--- config.mk ---
export PLATFORM = sky130hd
export DESIGN_NAME = seq_match_counter
export DESIGN_NICKNAME = d
export VERILOG_FILES = /design/src/rtl/seq_match_counter.sv
export SDC_FILE = /design/constraint.sdc
export NUM_CORES = 1
export LEC_CHECK = 0
export ABC_AREA = 0
export CELL_PAD_IN_SITES_DETAIL_PLACEMENT = 2
export CELL_PAD_IN_SITES_GLOBAL_PLACEMENT = 2
export CORE_MARGIN = 2
export CORE_UTILIZATION = 27
export DETAILED_ROUTE_END_ITERATION = 16
export PLACE_DENSITY = 0.75
export SETUP_SLACK_MARGIN = 0.1
export SLEW_MARGIN = 20
export SYNTH_ARGS = -nofsm -noshare
export SYNTH_HDL_FRONTEND = slang
export SYNTH_SLANG_ARGS = --single-unit
--- constraint.sdc ---
create_clock -name Clock -period 1.2 [get_ports Clock]
set_input_delay 0.24 -clock Clock [delete_from_list [all_inputs] [get_ports Clock]]
set_output_delay 0.24 -clock Clock [all_outputs]
set_load 0.005 [all_outputs]
--- src/rtl/seq_match_counter.sv ---
// seq_match_counter: counts match pulses (z) from an upstream sequence
// detector over fixed windows of WINDOW_LEN cycles and hands each window
// result to a consumer through a valid/ready register with a sticky
// overrun flag for dropped results.
// Optional build macro SEQ_MATCH_CNT_SAT_EN: when defined the per-window
// accumulator saturates at all-ones instead of wrapping.
module seq_match_counter #(
  parameter int WINDOW_LEN = 16,
  parameter int CNT_W      = 8
) (
  input  logic             Clock,
  input  logic             Reset,
  input  logic             z,
  input  logic             start,
  input  logic             stop,
  output logic [CNT_W-1:0] count_out,
  output logic             count_valid,
  input  logic             count_ready,
  output logic             overrun,
  output logic             busy
);

  // Window counter is ceil(log2(WINDOW_LEN)) bits and wraps at WINDOW_LEN-1.
  localparam int WIN_W = (WINDOW_LEN > 1) ? $clog2(WINDOW_LEN) : 1;
  localparam logic [WIN_W-1:0] WIN_LAST = WIN_W'(WINDOW_LEN - 1);

  typedef enum logic [0:0] {
    IDLE  = 1'b0,
    COUNT = 1'b1
  } state_t;

  state_t           state_r;
  logic [CNT_W-1:0] acc_r;
  logic [WIN_W-1:0] win_r;

  logic [CNT_W-1:0] acc_inc_s;
  logic             win_last_s;
  logic             win_end_s;
  logic             accept_s;
  logic             load_s;
  logic             drop_s;

  // Accumulator value including this cycle's match pulse.
  always_comb begin
    acc_inc_s = acc_r;
`ifdef SEQ_MATCH_CNT_SAT_EN
    if (z && (acc_r != {CNT_W{1'b1}})) begin
      acc_inc_s = acc_r + CNT_W'(1'b1);
    end else begin
      acc_inc_s = acc_r;
    end
`else
    if (z) begin
      acc_inc_s = acc_r + CNT_W'(1'b1);
    end else begin
      acc_inc_s = acc_r;
    end
`endif
  end

  // Window completion and result hand-off decisions for this cycle.
  always_comb begin
    win_last_s = (win_r == WIN_LAST);
    // A stop on the last window cycle aborts the window, so no result.
    win_end_s  = (state_r == COUNT) && !stop && win_last_s;
    accept_s   = count_valid && count_ready;
    // The output slot is free if empty or being drained this same cycle.
    load_s     = win_end_s && (!count_valid || count_ready);
    drop_s     = win_end_s && count_valid && !count_ready;
  end

  // Control FSM: window counter, accumulator and busy flag.
  always_ff @(posedge Clock) begin
    if (!Reset) begin
      state_r <= IDLE;
      acc_r   <= {CNT_W{1'b0}};
      win_r   <= {WIN_W{1'b0}};
      busy    <= 1'b0;
    end else begin
      case (state_r)
        IDLE: begin
          // z is ignored while idle; each run starts from a clean window.
          acc_r <= {CNT_W{1'b0}};
          win_r <= {WIN_W{1'b0}};
          if (start && !stop) begin
            state_r <= COUNT;
            busy    <= 1'b1;
          end else begin
            state_r <= IDLE;
            busy    <= 1'b0;
          end
        end
        COUNT: begin
          if (stop) begin
            // Abort: partial window is discarded, pending output kept.
            state_r <= IDLE;
            busy    <= 1'b0;
            acc_r   <= {CNT_W{1'b0}};
            win_r   <= {WIN_W{1'b0}};
          end else if (win_last_s) begin
            // Back-to-back windows: restart with no idle gap.
            state_r <= COUNT;
            busy    <= 1'b1;
            acc_r   <= {CNT_W{1'b0}};
            win_r   <= {WIN_W{1'b0}};
          end else begin
            state_r <= COUNT;
            busy    <= 1'b1;
            acc_r   <= acc_inc_s;
            win_r   <= win_r + WIN_W'(1'b1);
          end
        end
        default: begin
          state_r <= IDLE;
          busy    <= 1'b0;
          acc_r   <= {CNT_W{1'b0}};
          win_r   <= {WIN_W{1'b0}};
        end
      endcase
    end
  end

  // Result register with valid/ready hand-off and sticky overrun flag.
  always_ff @(posedge Clock) begin
    if (!Reset) begin
      count_out   <= {CNT_W{1'b0}};
      count_valid <= 1'b0;
      overrun     <= 1'b0;
    end else begin
      if (load_s) begin
        count_out   <= acc_inc_s;
        count_valid <= 1'b1;
      end else if (accept_s) begin
        count_out   <= count_out;
        count_valid <= 1'b0;
      end else begin
        // Held stable while the consumer stalls.
        count_out   <= count_out;
        count_valid <= count_valid;
      end
      if (drop_s) begin
        overrun <= 1'b1;
      end else begin
        overrun <= overrun;
      end
    end
  end

endmodule

# After elaboration in Yosys (flattened, before gate mapping)

Index checks and enable logic that the tools add are counted.

Bits of input ports: 6
Bits in registers: 23
Word-level logic and storage cells: 34
Output and inout bits: 11

Equality and inequality tests: 1
Add/subtract/negate cells: 2
Bitwise logic cells: 1
Multiplexer cells: 12
Reduce and logical (&&, ||, !) cells: 12

Operator list:

| kind                  | count |
|---|---|
| $mux W8               | 3 |
| $pmux W8 S2           | 1 |
| $add A8 B1 Y8 const B | 1 |
| $mux W4               | 2 |
| $pmux W4 S2           | 1 |
| $logic_and A1 B1 Y1   | 7 |
| $add A4 B1 Y4 const B | 1 |
| $eq A4 B4 Y1 const B  | 1 |
| $mux W1               | 4 |
| $logic_not A1 Y1      | 3 |
| $pmux W1 S2           | 1 |
| $reduce_bool A2 Y1    | 1 |
| $logic_or A1 B1 Y1    | 1 |
| $not A1 Y1            | 1 |

# Logic depth before layout (Yosys ltp)

Depth after elaboration: 5
Mapped depth: 5
Gate-level depth less buffers: 4

# Worst setup path before layout

Ideal clock, no wire load.

Path type: register -> register
From: register acc_r[0]
To: register count_out[6]
Required time: 1.109 ns
Setup time: 0.091 ns
Setup slack: -0.078 ns
Arrival: 1.187 ns
Path buffers: 0
Period minus slack after synthesis: 1.278 ns
Stages on the path, launching flop included: 5
Cell sequence: dfxtp_1 > ha_1 > nand3_1 > or3_1 > a311oi_1

Cells in the longest elaborated chain, start to end: 2

Ends and longest elaborated chain:

| element                | line | text |
|---|---|---|
| start, declared        | 33   | `logic [CNT_W-1:0] acc_r;` |
| start signal, assigned | 76   | `acc_r <= {CNT_W{1'b0}};` |
| start signal, assigned | 83   | `acc_r <= {CNT_W{1'b0}};` |
| start signal, assigned | 98   | `acc_r <= {CNT_W{1'b0}};` |
| $add A8 B1 Y8          | 54   | `acc_inc_s = acc_r + CNT_W'(1'b1);` |
| $mux W8                | 53   | `if (z) begin` |
| end signal, assigned   | 126  | `count_out <= {CNT_W{1'b0}};` |
| end signal, assigned   | 131  | `count_out <= acc_inc_s;` |
| end signal, assigned   | 134  | `count_out <= count_out;` |
| end, declared          | 16   | `output logic [CNT_W-1:0] count_out,` |

No other way between the ends.
A chain may end at the register's enable or synchronous reset.

# Final worst setup path

From: register acc_r[6]
To: register count_out[7]

The elaborated chain is that of the path after synthesis.

==> out/summary.md <==
The flow ran to the end, but the final reports show violations. The final reports fail on setup timing. Before antenna repair, the detailed router went through 3 iterations. For the final database, setup skew stands at 0.00416 ns. For the pin with the worst max-slew slack, the measured transition is 0.519 ns. The post-synthesis xor/xnor area fraction was 4.69%; the worst endpoint required time was 1.39 ns. Synthesis handed over a netlist of 97 instances. Y dimension of the die: 62.8 um. In the final layout, the share of cells above drive strength 1 is 76.6%. The path class of the lowest-slack min-delay path is reg -> reg.

STA classifies the critical path endpoint as a flop. The met2 layer usage reported by global route came out at 37.9%. Total power: 0.00126 W. The overall die area was 0.00395 sq mm; the area growth from synthesis to layout was 86.1%.

The total number of yosys warnings is 0. The final net count was 150; the insertion delay to the later sink of the worst-skew pair was 0.32 ns. At the end of routability-driven placement, the weighted congestion stood at 0.748.

The worst register-to-register path ends at count_out[7]. The worst-case IR drop observed on VDD is 0.302 mV. Detailed routing inserted a total of 983 vias. The period utilization is 121%. The startpoint identified for the worst hold timing path is overrun. The power per cell area works out to 726 mW/mm^2. Entering global routing, the biggest net connects 14 pins.

The depth of the CTS H-tree was 1; the share of the core filled with cells in the final layout was 52.1%. The analysis attributes to cell leakage a power of 0.597 nW. Reg-to-reg critical path startpoint: acc_r[6]. In this run the horizontal extent of the chip is 62.8 um.

Summing the sequential cell areas from Yosys gives 49.3% of the chip area. The number of nets in the synthesized netlist is 105. In this run the most used layer during global routing was met2. The initial core utilization is 28.0%, and the logic depth of the worst register-to-register path is 3. The tools report the antenna diode count as 0. The site row count was 21; the average cell area after synthesis was 9.64 sq um.

Setup slack on the worst reg-to-reg path comes out at -0.26 ns. The count of pins over their slew limit was 0. Excluding fillers, the count of instances in the completed layout stands at 187. The detail-routed via count per cell was 5.26. Global routing used 20.6% of the available tracks across all layers. Buffers inserted during clock tree synthesis total 3. The share of flip-flops with an asynchronous set or reset after synthesis is 0%. The arrival time at the worst endpoint was 1.65 ns. The worst pin sits at a relative slew slack of 65.1%. In this run the worst path has a maximum fanout of 3. The deepest clock path buffer count was 2; the post-route worst setup slack was -0.257 ns. Setup-violating endpoint count in the final report: 21.

TritonCTS built the clock tree. The tool flagged a number of max-cap violations equal to 0. The synthesized design contains 0 enable-type register cells. The upper clock frequency limit came out at 686 MHz. The first global-routing pass estimated 6180 um of wire. The worst setup path is launched from a flop. Counting the fill cells in the layout gives 323. Detailed placement finished with a half-perimeter wire length of 2020 um. Buffers placed on the I/O ports in this run total 16. Simple-gate share of the synthesized area: 18.3%.

Setup total negative slack on the finished layout was measured at -1.97 ns. Setup repair after global routing could not meet its margin everywhere. The share of the synthesized area in compound gates (AO/OA/AOI/OAI) works out to 19.3%.

The clock root buffer was clkbuf_4. Number of cells on the worst hold path: 2. The cell taking the most area after synthesis is dfxtp_1.

The met1 usage in global routing was 24.1%; the instance count after placement with tap cells included was 167. The number of antenna violations at the first check in global routing was 0; the number of register bits inferred by synthesis was 23. The portion of synthesized area spent on multiplexers is 1.07%. The critical path goes through nand4_1 > o21ai_0 > a311oi_2.

In the final routed layout, each cell accounts on average for 25.7 um. After the first detailed-routing iteration, the DRC count stood at 33. The slowest library cell on the worst path was o21ai_0. In the global route stage, met3 resource usage came out at 1.80%. The worst hold path terminates at overrun.

For the core region area, the log shows 0.00334 sq mm. The setup path with the least slack is of type reg -> reg. Number of hold violations in the final report: 0.

Once detail routing completed, the nets flagged for antenna violations numbered 0. After synthesis, the largest area contributor takes up 49.3% of total cell area. The synthesized netlist devotes 2.68% of its cell area to adder and majority cells. After synthesis, the cell types taking the most area are dfxtp_1, a31oi_1, nor2_1.

For this run, design rule violations remaining after detail routing come to 0. Counting I/O delays and the setup requirement, the final critical path takes 1.46 ns. The clock drives 23 sinks.

The total detailed-routing wirelength was 4810 um; the clock-pin slew on the worst setup and hold paths was 0.14 ns. The leftover overflow at the end of global routing is 0, and the delay of the slowest cell on the worst path is 0.48 ns. The number of top-level design ports was 17. Among all flip-flop cells after synthesis, the most frequent one is dfxtp_1. The main combinational cell family by area after synthesis was compound AO/OA/AOI/OAI gates. The logs give 1082 for the via count of the first global-routing pass and 935 sq um for the synthesized cell area. After synthesis, the netlist uses 31 different library cells.
layer usage:
layer / vias up / share of wire, %
li1: 447 / -
met1: 509 / 44
met2: 21 / 52
met3: 6 / 2.2
met4: 0 / 1.5
met5: - / 0
cell families (layout without fill, tap and decap cells):
group | Yosys count | after routing
compound gates | 27 | 27
flops | 23 | 23
xor+xnor | 5 | 5
fa+ha+maj | 2 | 2
simple gates | 31 | 32
buf+inv | 8 | 51
mux | 1 | 1
worst max-delay path, delay by kind of cell (launching register included):
kind             cells  cell delay [ns]
AO/OA/AOI/OAI        2             0.66
flip-flops           1             0.47
AND/OR/NAND/NOR      1             0.20
through the flow:
stage | hold slack [ns] | instance area [sq um] | setup WS, ns
after global routing | 0.527 | 1740 | -0.269
after global placement | 0.455 | 1260 | -0.423
after detailed placement | 0.476 | 1260 | -0.518
final | 0.507 | 1740 | -0.257
after floorplan | 0.319 | 977 | 0.00728
after CTS | 0.477 | 1450 | -0.123
layout by cell type (no fill, tap or decap), drive strengths merged, types with 4 or more instances in the layout:
cell	count
a31oi	8
dfxtp	23
clkdlybuf4s50	4
a21oi	5
a211oi	4
nand3	5
buf	40
nor2	10
state kept, by name (all words and copies together) (netlist names):
name	count
acc_r	8
win_r	4
state_r	1
count_out	8
count_valid	1
overrun	1
repair_timing:
| action | in CTS | in global routing |
|---|---|---|
| hold buffers | 0 | 0 |
| gates resized for setup | 85 | 53 |
| gates cloned | 2 | 0 |
| endpoints found under the setup margin | 32 | 22 |
| setup buffers | 10 | 4 |
| pin swaps | 6 | 19 |
synthesized netlist by cell type, types with 2 or more instances:
| cell type | count |
|---|---|
| a211oi_1 | 4 |
| a311oi_1 | 3 |
| xor2_1 | 3 |
| nor2_1 | 10 |
| inv_1 | 2 |
| a21oi_1 | 5 |
| nand2b_1 | 2 |
| a31oi_1 | 8 |
| dfxtp_1 | 23 |
| xnor2_1 | 2 |
| nand3_1 | 5 |
| nand4_1 | 2 |
| nor2b_1 | 2 |
| or3_1 | 3 |
| clkbuf_1 | 2 |
| o21ai_0 | 3 |
| buf_2 | 2 |
| ha_1 | 2 |
| nor3_1 | 2 |
where the power goes:
group	leakage, nW	switching, W	total [W]	internal (W)
Combinational	0.382	0.0000568	0.000112	0.0000555
Sequential	0.197	0.00000328	0.000763	0.000760
Clock	0.0177	0.000263	0.000388	0.000125
Total	0.597	0.000323	0.00126	0.000940
area by class of cell:
type                            count  area (sq um)  share of cell area (%)
Clock buffer                        3          22.5                    1.29
Clock inverter                      1          5.00                   0.288
Sequential cell                    23           494                    28.4
Inverter                            2          7.51                   0.432
Tap cell                           46          57.6                    3.31
Multi-Input combinational cell     67           769                    44.2
Timing Repair Buffer               45           383                    22.0
worst max path at each step:
stage	start	slack (ns)	cells after the start	endpoint
global placement	z	-0.42	4	count_out[7]
CTS	acc_r[1]	-0.12	4	count_out[6]
global route	state_r	-0.27	5	count_out[6]
finish	acc_r[6]	-0.26	3	count_out[7]
detailed placement	z	-0.52	5	count_out[6]
floorplan	acc_r[0]	0.007	4	count_out[6]
No activity file was read; power rests on OpenSTA's default activity.
